===== config.mk =====
export PLATFORM = sky130hd
export DESIGN_NAME = txt_buf_ctrl
export DESIGN_NICKNAME = d
export VERILOG_FILES = /design/src/rtl/txt_pkg.sv /design/src/rtl/txt_cursor.sv /design/src/rtl/txt_buf_ctrl.sv
export SDC_FILE = /design/constraint.sdc
export NUM_CORES = 1
export LEC_CHECK = 0
export CORE_MARGIN = 2
export CORE_UTILIZATION = 60
export DETAILED_ROUTE_END_ITERATION = 16
export PLACE_DENSITY = 0.95
export SLEW_MARGIN = 20
export SYNTH_ARGS = -nofsm -noshare
export SYNTH_HDL_FRONTEND = slang
export SYNTH_SLANG_ARGS = --single-unit

===== constraint.sdc =====
create_clock -name clk -period 5.75 [get_ports clk]
set_input_delay 1.725 -clock clk [delete_from_list [all_inputs] [get_ports clk]]
set_output_delay 1.725 -clock clk [all_outputs]
set_load 0.01 [all_outputs]

===== src/rtl/txt_pkg.sv =====
`default_nettype none
// ============================================================================
// Module      : txt_pkg
// Description : Shared definitions for the text-buffer write controller:
//               control-code byte values, controller state type, cursor
//               command type and default screen geometry.
// Revision    : 1.0 - initial release
// ============================================================================
package txt_pkg;

    localparam int COLS_DEFAULT = 80;
    localparam int ROWS_DEFAULT = 25;

    localparam logic [7:0] CH_BS = 8'h08;
    localparam logic [7:0] CH_LF = 8'h0A;
    localparam logic [7:0] CH_FF = 8'h0C;
    localparam logic [7:0] CH_CR = 8'h0D;

    typedef enum logic [0:0] {
        IDLE  = 1'b0,
        CLEAR = 1'b1
    } state_t;

    typedef enum logic [2:0] {
        CUR_NONE = 3'd0,
        CUR_ADV  = 3'd1,
        CUR_BACK = 3'd2,
        CUR_CR   = 3'd3,
        CUR_NL   = 3'd4,
        CUR_HOME = 3'd5
    } cur_cmd_t;

endpackage : txt_pkg
`default_nettype wire


===== src/rtl/txt_cursor.sv =====
`default_nettype none
// ============================================================================
// Module      : txt_cursor
// Description : Cursor column/row counters plus a running row base address
//               (row*COLS kept incrementally, no multiplier). Executes one
//               command per cycle and applies column/row wrap.
// Ports       : clk, rst      - clock, synchronous active-high reset
//               cmd           - cursor command for this cycle
//               col, row      - current cursor position (registered)
//               addr          - row_base + col, address of the current cell
// Revision    : 1.0 - initial release
// ============================================================================
module txt_cursor
    import txt_pkg::*;
#(
    parameter int COLS       = COLS_DEFAULT,
    parameter int ROWS       = ROWS_DEFAULT,
    parameter int ADDR_WIDTH = 11,
    localparam int COL_W     = $clog2(COLS),
    localparam int ROW_W     = $clog2(ROWS)
) (
    input  logic                  clk,
    input  logic                  rst,
    input  cur_cmd_t              cmd,
    output logic [COL_W-1:0]      col,
    output logic [ROW_W-1:0]      row,
    output logic [ADDR_WIDTH-1:0] addr
);

    localparam logic [COL_W-1:0]      C_COL_LAST = COL_W'(COLS - 1);
    localparam logic [ROW_W-1:0]      C_ROW_LAST = ROW_W'(ROWS - 1);
    localparam logic [ADDR_WIDTH-1:0] C_ROW_STEP = ADDR_WIDTH'(COLS);

    logic [COL_W-1:0]      col_q, col_d;
    logic [ROW_W-1:0]      row_q, row_d;
    logic [ADDR_WIDTH-1:0] row_base_q, row_base_d;
    logic                  w_newline;

    always_comb begin
        col_d      = col_q;
        row_d      = row_q;
        row_base_d = row_base_q;
        w_newline  = 1'b0;

        case (cmd)
            CUR_ADV: begin
                if (col_q == C_COL_LAST) begin
                    col_d     = '0;
                    w_newline = 1'b1;
                end else begin
                    col_d = col_q + 1'b1;
                end
            end
            CUR_BACK: begin
                if (col_q != '0) begin
                    col_d = col_q - 1'b1;
                end
            end
            CUR_CR: begin
                col_d = '0;
            end
            CUR_NL: begin
                col_d     = '0;
                w_newline = 1'b1;
            end
            CUR_HOME: begin
                col_d      = '0;
                row_d      = '0;
                row_base_d = '0;
            end
            default: ;
        endcase

        // No scrolling: moving past the last row wraps to the top.
        if (w_newline) begin
            if (row_q == C_ROW_LAST) begin
                row_d      = '0;
                row_base_d = '0;
            end else begin
                row_d      = row_q + 1'b1;
                row_base_d = row_base_q + C_ROW_STEP;
            end
        end
    end

    always_ff @(posedge clk) begin
        if (rst) begin
            col_q      <= '0;
            row_q      <= '0;
            row_base_q <= '0;
        end else begin
            col_q      <= col_d;
            row_q      <= row_d;
            row_base_q <= row_base_d;
        end
    end

    assign col  = col_q;
    assign row  = row_q;
    assign addr = row_base_q + ADDR_WIDTH'(col_q);

endmodule : txt_cursor
`default_nettype wire


===== src/rtl/txt_buf_ctrl.sv =====
`default_nettype none
// ============================================================================
// Module      : txt_buf_ctrl
// Description : Character-stream controller for the text-mode RAM write
//               port. Accepts bytes on a valid/ready handshake, interprets
//               CR/LF/BS/FF, writes printable bytes at the cursor and runs a
//               full-screen clear sequence.
// Ports       : clk, rst              - clock, synchronous active-high reset
//               in_valid/in_data      - input byte stream
//               in_ready              - byte accepted when in_valid&&in_ready
//               ram_we/waddr/wdata    - registered RAM write port
//               busy                  - clear sequence in progress
//               cursor_col/cursor_row - current cursor position
// Options     : TXT_CLEAR_ON_RESET_EN - when defined, reset starts a clear
//               sequence; otherwise reset enters IDLE ready for bytes.
// Revision    : 1.0 - initial release
// ============================================================================
module txt_buf_ctrl
    import txt_pkg::*;
#(
    parameter int         COLS       = COLS_DEFAULT,
    parameter int         ROWS       = ROWS_DEFAULT,
    parameter int         ADDR_WIDTH = 11,
    parameter int         DATA_WIDTH = 8,
    parameter logic [7:0] FILL_CHAR  = 8'h20,
    localparam int        COL_W      = $clog2(COLS),
    localparam int        ROW_W      = $clog2(ROWS)
) (
    input  logic                  clk,
    input  logic                  rst,
    input  logic                  in_valid,
    input  logic [7:0]            in_data,
    output logic                  in_ready,
    output logic                  ram_we,
    output logic [ADDR_WIDTH-1:0] ram_waddr,
    output logic [DATA_WIDTH-1:0] ram_wdata,
    output logic                  busy,
    output logic [COL_W-1:0]      cursor_col,
    output logic [ROW_W-1:0]      cursor_row
);

    localparam int                    CELLS       = COLS * ROWS;
    localparam int                    CNT_W       = ADDR_WIDTH + 1;
    localparam logic [CNT_W-1:0]      C_CELLS     = CNT_W'(CELLS);
    localparam logic [CNT_W-1:0]      C_LAST_CELL = CNT_W'(CELLS - 1);
    localparam logic [DATA_WIDTH-1:0] C_FILL      = DATA_WIDTH'(FILL_CHAR);

    state_t                state_q, state_d;
    logic [CNT_W-1:0]      clr_cnt_q, clr_cnt_d;
    logic                  ram_we_q, ram_we_d;
    logic [ADDR_WIDTH-1:0] ram_waddr_q, ram_waddr_d;
    logic [DATA_WIDTH-1:0] ram_wdata_q, ram_wdata_d;
    logic                  in_ready_q, in_ready_d;
    logic                  busy_q, busy_d;

    cur_cmd_t              w_cur_cmd;
    logic [ADDR_WIDTH-1:0] w_cur_addr;
    logic                  w_accept;

    txt_cursor #(
        .COLS       (COLS),
        .ROWS       (ROWS),
        .ADDR_WIDTH (ADDR_WIDTH)
    ) u_cursor (
        .clk  (clk),
        .rst  (rst),
        .cmd  (w_cur_cmd),
        .col  (cursor_col),
        .row  (cursor_row),
        .addr (w_cur_addr)
    );

    assign w_accept = in_valid && in_ready_q;

    always_comb begin
        state_d     = state_q;
        clr_cnt_d   = clr_cnt_q;
        ram_we_d    = 1'b0;
        ram_waddr_d = ram_waddr_q;
        ram_wdata_d = ram_wdata_q;
        in_ready_d  = in_ready_q;
        busy_d      = busy_q;
        w_cur_cmd   = CUR_NONE;

        case (state_q)
            IDLE: begin
                if (w_accept) begin
                    if (in_data == CH_CR) begin
                        w_cur_cmd = CUR_CR;
                    end else if (in_data == CH_LF) begin
                        w_cur_cmd = CUR_NL;
                    end else if (in_data == CH_BS) begin
                        // Backspace at column 0 is a no-op; otherwise the
                        // fill goes to the cell left of the cursor.
                        if (cursor_col != '0) begin
                            w_cur_cmd   = CUR_BACK;
                            ram_we_d    = 1'b1;
                            ram_waddr_d = w_cur_addr - 1'b1;
                            ram_wdata_d = C_FILL;
                        end
                    end else if (in_data == CH_FF) begin
                        state_d    = CLEAR;
                        clr_cnt_d  = '0;
                        in_ready_d = 1'b0;
                        busy_d     = 1'b1;
                    end else begin
                        w_cur_cmd   = CUR_ADV;
                        ram_we_d    = 1'b1;
                        ram_waddr_d = w_cur_addr;
                        ram_wdata_d = DATA_WIDTH'(in_data);
                    end
                end
            end
            CLEAR: begin
                // The counter runs one past the last cell so the final write
                // cycle still shows busy=1/in_ready=0; IDLE follows after.
                if (clr_cnt_q < C_CELLS) begin
                    ram_we_d    = 1'b1;
                    ram_waddr_d = clr_cnt_q[ADDR_WIDTH-1:0];
                    ram_wdata_d = C_FILL;
                    clr_cnt_d   = clr_cnt_q + 1'b1;
                    if (clr_cnt_q == C_LAST_CELL) begin
                        w_cur_cmd = CUR_HOME;
                    end
                end else begin
                    state_d    = IDLE;
                    in_ready_d = 1'b1;
                    busy_d     = 1'b0;
                end
            end
            default: begin
                state_d    = IDLE;
                in_ready_d = 1'b1;
                busy_d     = 1'b0;
            end
        endcase
    end

    always_ff @(posedge clk) begin
        if (rst) begin
`ifdef TXT_CLEAR_ON_RESET_EN
            state_q    <= CLEAR;
            in_ready_q <= 1'b0;
            busy_q     <= 1'b1;
`else
            state_q    <= IDLE;
            in_ready_q <= 1'b1;
            busy_q     <= 1'b0;
`endif
            clr_cnt_q   <= '0;
            ram_we_q    <= 1'b0;
            ram_waddr_q <= '0;
            ram_wdata_q <= '0;
        end else begin
            state_q     <= state_d;
            in_ready_q  <= in_ready_d;
            busy_q      <= busy_d;
            clr_cnt_q   <= clr_cnt_d;
            ram_we_q    <= ram_we_d;
            ram_waddr_q <= ram_waddr_d;
            ram_wdata_q <= ram_wdata_d;
        end
    end

    assign in_ready  = in_ready_q;
    assign busy      = busy_q;
    assign ram_we    = ram_we_q;
    assign ram_waddr = ram_waddr_q;
    assign ram_wdata = ram_wdata_q;

endmodule : txt_buf_ctrl
`default_nettype wire


[Yosys cells after proc, flatten, opt, wreduce, memory -nomap -nowiden]
Cells that the tools add are included.
W data, S select, Z words.
Word-level totals
  register bits: 58
  input port bits: 11
  word-level logic and storage cells: 121
Cells by class
  $add $sub $neg: 7
  magnitude comparators: 1
  equal/unequal tests: 22
  mux-type cells: 71
  bitwise gates (word level): 1
  reduce and logical (&&, ||, !) cells: 9
Operators by type and width (number)
  $mux W11: 10
  $mux W12: 6
  $mux W8: 7
  $eq A8 B4 Y1 const B: 4
  $mux W1: 26
  $pmux W12 S2: 1
  $pmux W11 S2: 1
  $pmux W7 S3: 1
  $mux W3: 6
  $reduce_and A6 Y1: 3
  $pmux W8 S2: 1
  $mux W5: 3
  $mux W7: 2
  $ne A2 B2 Y1 const B: 7
  $add A12 B1 Y12 const B: 1
  $eq A12 B11 Y1 const B: 1
  $lt A12 B11 Y1 const B: 1
  $add A11 B7 Y11: 1
  $add A11 B7 Y11 const B: 1
  $sub A11 B1 Y11 const B: 1
  $pmux W1 S2: 5
  $add A7 B1 Y7 const B: 1
  $eq A7 B7 Y1 const B: 1
  $reduce_bool A7 Y1: 1
  other kinds (16): 19

[Depth between registers and ports, before layout]
Gate-level depths: netlist (run 1).
  word-level depth: 11
  depth in mapped cells: 10

[Modules after synthesis]
Synthesis (run 1) repeated with hierarchy kept, for this count alone.
Unflattened totals
  cell total of the unflattened synthesis: 386
  area, all modules: 3250.6 um^2
Modules (own cells, without submodules)
  txt_buf_ctrl: times used 1, cells each 214, area an instance 1859.3 um^2
  txt_cursor: times used 1, cells each 172, area an instance 1391.3 um^2

[Worst setup path before layout (run 1)]
OpenSTA, ideal clock, no wires.
  kind: input -> register
  from: input port in_data[1]
  to: register ram_waddr_q[8] (netlist: ram_waddr[8])
  arrival time: 3.369 ns
  data required time: 5.633 ns
  setup slack: 2.264 ns
  stages on the path: 5
  path buffers: 0
  cells stage by stage: nor4b_4 nand4_4 o311a_1 or4_1 a32o_1
Between the ends
  longest elaborated chain between the ends: 6
RTL lines
  start, declared: RTL line txt_buf_ctrl.sv:32  | input logic [7:0] in_data,
  $eq A8 B4 Y1: RTL line txt_buf_ctrl.sv:92  | end else if (in_data == CH_BS) begin
  $mux W11: RTL line txt_buf_ctrl.sv:92
  $mux W11: RTL line txt_buf_ctrl.sv:90  | end else if (in_data == CH_LF) begin
  $mux W11: RTL line txt_buf_ctrl.sv:88  | if (in_data == CH_CR) begin
  $mux W11: RTL line txt_buf_ctrl.sv:87  | if (w_accept) begin
  $pmux W11 S2: RTL line txt_buf_ctrl.sv:85  | case (state_q)
  end signal, assigned: RTL line txt_buf_ctrl.sv:160  | ram_waddr_q <= ram_waddr_d;
  end, declared: RTL line txt_buf_ctrl.sv:51  | logic [ADDR_WIDTH-1:0] ram_waddr_q, ram_waddr_d;
Several ways; a longest one is shown, not always the timed one. The select of a mux whose other input is x is not followed.
A chain may end at the register's enable or synchronous reset.

[Worst setup path in the final report (run 1)]
  from: input port in_data[0]
  to: register ram_waddr_q[9] (netlist: ram_waddr[9])
The elaborated chain is that of the path after synthesis.

==> flow_summary.yaml, run 1 <==
sta:
  fin_crit_ns: 4.20
  worstMarginPinSlew_ns: 0.724
  setup_slack_ns: 1.55
  hold_viol: 0
  min_period_over_period: 0.730
  setup_viol: 0
  fin_skew_ns: 0.00910
  maxSlewHeadroom: 0.513
  slew_violations: 0
  rsz0062_at_grt: "no"
  fmax_mhz: 238
  tns_ns: 0
job:
  cap_violations: 0
synthesis:
  synth.area.mux_share: 0.0116
  synth.area.top_cells: "dfxtp_1 (31%), nor2_1 (5.1%), ha_1 (4.4%)"
  synth_area_leader_cell: "dfxtp_1"
  synth-compound-area-share: 0.225
  ys_warn_count: 0
  ys_seq_area_frac: 0.313
  synth_simple_gate_area_frac: 0.291
  avgSynthCellArea_um2: 8.12
  synth_top_family_by_area: "simple AND/OR/NAND/NOR gates"
  synth.ff_latch_count: 54
  synth_top_area_frac: 0.313
  synth_xor_area_frac: 0.0707
  synth-edff-count: 0
  synthesis.area_mm2: 0.00345
  synth_cell_type_count: 73
  synth_adder_area_share: 0.0435
  async_reset_ff_frac: 0
  synth_ff_type: "dfxtp_1"
  synthCells: 425
  synth_nets: 448
power_and_ir_drop:
  peakVddDrop_mv: 0.164
  leakage_uw: 0.00145
  power.total_uw: 731
  power.density_mw_per_mm2: 183
detailed_routing:
  drtAntennaViolNets: 0
  vias_per_cell: 6.46
  vias: 3426
  drt-initial-drc-count: 437
  wl_per_cell_um: 17.3
  drt_wl_total_mm: 9.15
  drc: 0
  first_pass_iters: 5
die:
  io-pin-count: 45
  num_rows: 27
  die_w_um: 79.8
  initial_core_util: 0.623
  die_y_um: 79.8
  dieArea_mm2: 0.00637
  core_area_mm2: 0.00554
critical_path:
  cp.depth: 7
  critical_path.cell_chain: "clkdlybuf4s50_1 > nor4_4 > nand2_2 > o211ai_4 > and2_1 > nor3b_1 > a2111oi_2"
  cp_data_arrival_time_ns: 4.42
  crit_start: "in_data[0]"
  endpoint: "ram_waddr[9]"
  cp.buffers_inverters: 1
  cpLargestDelayFamily: "simple AND/OR/NAND/NOR gates"
  slowest_delay_ns: 0.58
  reg2regPathDepth: 7
  timing.rr.end: "u_cursor.row_base_q[8]"
  cp-start-kind: "input port"
  end_kind: "flip-flop"
  ff2ff_setup_slack_ns: 3.02
  r2r-start: "u_cursor.col[0]"
  critPathSlowestCell: "nor4_4"
  worstSetupPathType: "in -> reg"
  worst_ep_required_time_ns: 5.98
  critical_path.max_fanout: 16
clocking:
  clock_latency_ns: 0.32
  htreeDepth: 2
  numCtsBuffers: 5
  clock_path_buffers: 2
  cts_tree: "yes"
  cts_resized: 0
  root_buffer: "clkbuf_8"
  clkTransAtPathRegs_ns: 0.11
  post-cts-setup-buffers: 0
  cts.sink_count: 54
  ctsHoldBuffers: 0
final_layout:
  drive_above_1_share: 0.0633
  mostFrequentLayoutCell: "dfxtp_1"
  antenna_cells: 0
  fillers: 431
  final_cell_mix: "dfxtp_1 (54), nor2_1 (47), clkdlybuf4s50_1 (44), nand2_1 (40)"
  fin_nets: 480
  area_delta_synth_final_pct: 15.8
grt:
  antenna_found_initial: 0
  grt_max_degree: 39
  grt_pass1_vias: 3079
  grt_use_total: 0.290
  grt_pass1_wl_mm: 14.8
  gr-total-overflow: 0
place:
  pre_cts_slack_ns: 1.29
  numPortBuffers: 44
  hpwl_mm: 6.70
  gp_congestion: 0.929
outcome:
  status: "finished, final reports clean"
worst_hold_path:
  hp-class: "reg -> reg"
==> worst register-to-register path: stages (launching register included) <==
cell	delay (ns)
dfxtp_1	0.58
ha_1	0.27
nand3_1	0.19
or4_1	0.53
a211oi_2	0.50
nor3_2	0.18
o21bai_1	0.19
a21o_1	0.18
==> synthesized netlist by cell type, types with 5 or more instances <==
library cell,number
dfxtp_1,54
nor2_1,47
nand2_1,40
a21oi_1,21
nand3_1,21
xor2_1,16
nand4_1,15
nor3_1,14
clkbuf_1,13
ha_1,12
o21ai_0,12
inv_1,11
xnor2_1,10
a22oi_1,8
a211oi_1,6
a21o_1,6
and2_1,6
nand2b_1,6
nor3b_1,6
o211ai_1,6
o21ai_1,6
buf_4,5
==> worst min path at each step <==
| stage | start | endpoint | slack (ns) | cells after the start |
|---|---|---|---|---|
| floorplan | clr_cnt_q[10] | clr_cnt_q[10] | 0.45 | 2 |
| global placement | ram_waddr[3] | ram_waddr[3] | 0.44 | 2 |
| detailed placement | ram_waddr[7] | ram_waddr[7] | 0.46 | 2 |
| CTS | ram_waddr[7] | ram_waddr[7] | 0.48 | 2 |
| global route | ram_wdata[6] | ram_wdata[6] | 0.51 | 2 |
| finish | ram_waddr[7] | ram_waddr[7] | 0.48 | 2 |
==> metal layers <==
metal,vias to the layer above,wire [µm],GRT usage,share of wire
li1,1620,-,-,-
met1,1608,3950,0.384,0.43
met2,187,4350,0.488,0.48
met3,11,706,0.0520,0.077
met4,0,141,0.0746,0.015
met5,-,0,0,0
==> cells by family after synthesis <==
| group | after synthesis |
|---|---|
| adder cells (fa/ha/maj) | 12 |
| multiplexers | 4 |
| other | 1 |
| flip-flops | 54 |
| XOR/XNOR | 27 |
| AO/OA/AOI/OAI | 105 |
| buffers and inverters | 34 |
| AND/OR/NAND/NOR | 188 |
==> metrics by stage <==
stage          instances  area (µm²)  hold WS (ns)   util
2_1_floorplan        425        3450         0.453      -
3_3_place_gp         522        3900         0.442  0.703
3_5_place_dp         522        3900         0.461  0.703
4_1_cts              530        4000         0.475  0.721
5_1_grt              530        4000         0.505  0.721
6_report             530        4000         0.475  0.721
==> power by group <==
part,internal (µW),switching [µW]
Combinational,45.1,61.0
Clock,91.5,143
Sequential,382,8.49
==> registers in the layout, summed over array words and instances, names as in the netlist <==
name                 cells
u_cursor.col             7
ram_wdata                8
clr_cnt_q               12
ram_we                   1
state_q                  1
busy                     1
u_cursor.row             5
in_ready                 1
u_cursor.row_base_q      7
ram_waddr               11
==> cell type report <==
type                            count  area [µm²]  area share
Inverter                           12        45.0      0.0113
Multi-Input combinational cell    337        2220       0.555
Clock inverter                      3        28.8     0.00720
Sequential cell                    54        1080       0.271
Tap cell                           72        90.1      0.0225
Clock buffer                        5        68.8      0.0172
Timing Repair Buffer               47         463       0.116
No activity file was read; power rests on OpenSTA's default activity.
==> run 2, diff against run 1 <==
Settings changed: CORE_UTILIZATION 60 to 50, PLACE_DENSITY 0.95 to 0.85.
Clock period 5.75 ns to 3.7 ns, I/O delays scaled along.
==> run 2 against run 1 <==
Effect of this change:
- cell area increased by 1.4%
- worst hold slack got worse by 0.012 ns
- combinational power increased by 57%
- first-iteration DRC count decreased by 43%
- via count decreased by 0.96%
- sequential cell count unchanged
- clock power increased by 53%
- die area increased by 19%
- register-to-register slack got worse by 2.1 ns
- critical endpoint unchanged
==> flow_summary.yaml, run 2 (synthesis gave the netlist of run 1 again) <==
clocking:
  cts.sink_count: 54
  cts_resized: 0
  root_buffer: "clkbuf_8"
  post-cts-setup-buffers: 0
  clock_latency_ns: 0.32
  cts_tree: "yes"
  clock_path_buffers: 2
  numCtsBuffers: 5
  clkTransAtPathRegs_ns: 0.10
  htreeDepth: 2
  ctsHoldBuffers: 0
critical_path:
  end_kind: "flip-flop"
  ff2ff_setup_slack_ns: 0.97
  cp-start-kind: "input port"
  worstSetupPathType: "in -> reg"
  critPathSlowestCell: "nor4b_4"
  critical_path.max_fanout: 7
  worst_ep_required_time_ns: 3.92
  critical_path.cell_chain: "clkdlybuf4s50_1 > nor4b_4 > nand2_2 > nor3_2 > mux2i_1 > xor2_1 > a2111oi_2"
  cp_data_arrival_time_ns: 3.45
  slowest_delay_ns: 0.54
detailed_routing:
  drtAntennaViolNets: 0
  first_pass_iters: 5
  wl_per_cell_um: 16.5
  drt-initial-drc-count: 250
  vias: 3393
  drc: 0
  vias_per_cell: 6.24
  drt_wl_total_mm: 8.97
outcome:
  status: "finished, final reports clean"
final_layout:
  antenna_cells: 0
  mostFrequentLayoutCell: "dfxtp_1"
  largest_reg_flops: 12
  final_cell_mix: "dfxtp_1 (54), nor2_1 (47), clkdlybuf4s50_1 (44), nand2_1 (40)"
  fin_nets: 486
  largest-register: "clr_cnt_q"
  drive_above_1_share: 0.0754
  fin_cells: 544
  stdcell_area_mm2: 0.00405
  area_delta_synth_final_pct: 17.4
grt:
  gr-total-overflow: 0
  grt_pass1_vias: 3088
  antenna_found_initial: 0
  grt_max_degree: 38
  grt_use_total: 0.241
  grt_pass1_wl_mm: 14.7
sta:
  tns_ns: 0
  min_period_over_period: 0.874
  slew_violations: 0
  fmax_mhz: 309
  hold_viol: 0
  worstMarginPinSlew_ns: 0.713
  maxSlewHeadroom: 0.520
  fin_crit_ns: 3.23
  holdWs_ns: 0.464
  fin_skew_ns: 0.00751
  rsz0062_at_grt: "no"
  setup_viol: 0
place:
  placed_cell_area_mm2: 0.00395
  hpwl_mm: 6.53
  numPortBuffers: 44
  gp_congestion: 0.903
  placed_cells: 536
power_and_ir_drop:
  power.density_mw_per_mm2: 279
  peakVddDrop_mv: 0.153
  leakage_uw: 0.00148
die:
  num_rows: 30
  initial_core_util: 0.514
  dieArea_mm2: 0.00758
  die_w_um: 87.1
  die_y_um: 87.1
  io-pin-count: 45
  core_area_mm2: 0.00672
worst_hold_path:
  hp-class: "reg -> reg"
job:
  cap_violations: 0
==> run 2: changes by cell type in the layout (fill, tap and decap cells not counted), sizes merged <==
cell    before  now
buf          3    9
inv         13   11
clkbuf       5    6
clkinv       2    3
==> run 2: critical path: cells and delay by family <==
family                    cells  cell delay, ns
AOI/OAI and AO/OA             1            0.37
muxes                         1            0.27
and+or+nand+nor               3            1.07
xor gates and xnor gates      1            0.12
buffers and inverters         1            0.50
==> run 2: per-stage QoR <==
step	setup WS, ns	power, µW	utilization
after global placement	0.227	779	0.588
final	0.465	1130	0.603
after CTS	0.474	1140	0.603
after floorplan	0.829	717	-
after global routing	0.306	1180	0.603
after detailed placement	0.152	782	0.588
==> run 2: layer usage <==
layer,up-vias,part of all wire,global-route usage
li1,1643,-,-
met2,135,0.48,0.393
met5,-,0,0
met1,1597,0.44,0.317
met3,18,0.069,0.0512
met4,0,0.019,0.0753
==> run 2: power breakdown <==
part | internal, µW | leakage [µW] | switching, µW | total, µW
Sequential | 593 | 0.000438 | 12.7 | 606
Combinational | 72.4 | 0.000987 | 93.5 | 166
Clock | 155 | 0.0000514 | 205 | 359
==> run 2: worst paths after layout <==
check | from | to | cells after the start
worst min register to register | ram_waddr[1] | ram_waddr[1] | 2
worst max register to register | u_cursor.col[0] | u_cursor.row_base_q[8] | 7
worst max-delay path | in_data[1] | ram_waddr[9] | 7
worst min-delay path | ram_waddr[1] | ram_waddr[1] | 2
==> run 2: final cells by class <==
class	instances	area, µm²
fillers	596	2670
flip-flops and latches	54	1080
inverters	12	45.0
clock inverters	2	17.5
clock buffers	6	82.6
well taps	80	100
repair buffers	53	508
multi-input cells	337	2220
==> run 3, diff against run 2 <==
Settings changed: CORE_MARGIN 2 to 10, CTS_CLUSTER_DIAMETER from default to 150, HOLD_SLACK_MARGIN from default to 0.06.
==> run 3 against run 2 <==
Effect of this change:
- cell area grew 0.25%
- largest power group unchanged
- sequential power is essentially flat
- critical path type unchanged
- clock skew grew 0.012 ns
- clock-buffer cell count shrank 1
- register-to-register slack gained 0.04 ns
- sequential share of layout area shrank 0.066 points
- via count shrank 0.91%
==> flow_summary.yaml, run 3 (synthesis gave the netlist of run 1 again) <==
outcome:
  status: "finished, final reports clean"
critical_path:
  end_kind: "flip-flop"
  worstSetupPathType: "in -> reg"
  cp-start-kind: "input port"
  cp_data_arrival_time_ns: 3.41
  critical_path.max_fanout: 10
  worst_ep_required_time_ns: 3.94
sta:
  setup_viol: 0
  fmax_mhz: 316
  fin_crit_ns: 3.17
  fin_skew_ns: 0.0193
  worstMarginPinSlew_ns: 0.743
  min_period_over_period: 0.856
  maxSlewHeadroom: 0.497
  holdWs_ns: 0.455
  setup_slack_ns: 0.531
  tns_ns: 0
  hold_viol: 0
  rsz0062_at_grt: "no"
  slew_violations: 0
grt:
  grt_max_degree: 38
  grt_pass1_wl_mm: 14.8
  antenna_found_initial: 0
  gr-total-overflow: 0
  grt_use_total: 0.167
  grt_pass1_vias: 3122
worst_hold_path:
  hp-class: "reg -> reg"
power_and_ir_drop:
  leakage_uw: 0.00148
  power.total_uw: 1130
  peakVddDrop_mv: 0.168
  power.density_mw_per_mm2: 279
clocking:
  post-cts-setup-buffers: 0
  htreeDepth: 2
  numCtsBuffers: 5
  cts_tree: "yes"
  clock_latency_ns: 0.33
  ctsHoldBuffers: 0
  cts_resized: 0
  root_buffer: "clkbuf_8"
  cts.sink_count: 54
  clock_path_buffers: 2
  clkTransAtPathRegs_ns: 0.10
die:
  core_area_mm2: 0.00676
  die_y_um: 103
  num_rows: 30
  initial_core_util: 0.511
  dieArea_mm2: 0.0106
  io-pin-count: 45
  die_w_um: 103
detailed_routing:
  drtAntennaViolNets: 0
  first_pass_iters: 5
  vias: 3362
  vias_per_cell: 6.16
  wl_per_cell_um: 16.4
  drc: 0
  drt-initial-drc-count: 248
  drt_wl_total_mm: 8.95
final_layout:
  mostFrequentLayoutCell: "dfxtp_1"
  fillers: 595
  fin_util: 0.601
  largest-register: "clr_cnt_q"
  largest_reg_flops: 12
  drive_above_1_share: 0.0794
  fin_nets: 488
  antenna_cells: 0
  area_delta_synth_final_pct: 17.7
  final_cell_mix: "dfxtp_1 (54), nor2_1 (47), clkdlybuf4s50_1 (44), nand2_1 (40)"
job:
  cap_violations: 0
place:
  hpwl_mm: 6.78
  gp_congestion: 0.956
  pre_cts_slack_ns: 0.227
  numPortBuffers: 44
-- run 3: cell type report --
| class | instances | area (µm²) | share of cell area |
|---|---|---|---|
| Sequential cell | 54 | 1080 | 0.266 |
| Multi-Input combinational cell | 337 | 2220 | 0.546 |
| Timing Repair Buffer | 55 | 523 | 0.129 |
| Inverter | 12 | 45.0 | 0.0111 |
| Tap cell | 80 | 100 | 0.0246 |
| Clock buffer | 5 | 68.8 | 0.0169 |
| Clock inverter | 3 | 26.3 | 0.00647 |
-- run 3: metrics by stage --
step,std cells,cell area (µm²)
after detailed placement,538,3970
after floorplan,425,3450
after CTS,546,4060
after global routing,546,4060
after global placement,538,3970
final,546,4060
-- run 3: worst paths after layout --
kind / from / to / slack (ns) / cells past startpoint
min: ram_waddr[0] / ram_waddr[0] / 0.45 / 2
max reg2reg: u_cursor.col[1] / ram_waddr[8] / 1.01 / 9
max: in_data[1] / ram_waddr[2] / 0.53 / 8
min reg2reg: ram_waddr[0] / ram_waddr[0] / 0.45 / 2
-- run 3: routing by layer --
layer | track usage | part of all wire
met1 | 0.216 | 0.44
met2 | 0.276 | 0.46
met3 | 0.0355 | 0.082
met4 | 0.0439 | 0.016
met5 | 0 | 0
-- run 3: report_power, final --
group	switching [µW]	internal, µW	total (µW)
logic	93.3	74.0	167
clock network	219	140	359
registers	12.4	593	606
-- run 3: worst max-delay path: stages --
cell	delay (ns)
clkdlybuf4s50_1	0.50
nor4b_4	0.52
nand2_2	0.21
o211ai_4	0.31
and2_1	0.32
buf_4	0.24
a211oi_1	0.07
nor3_1	0.12
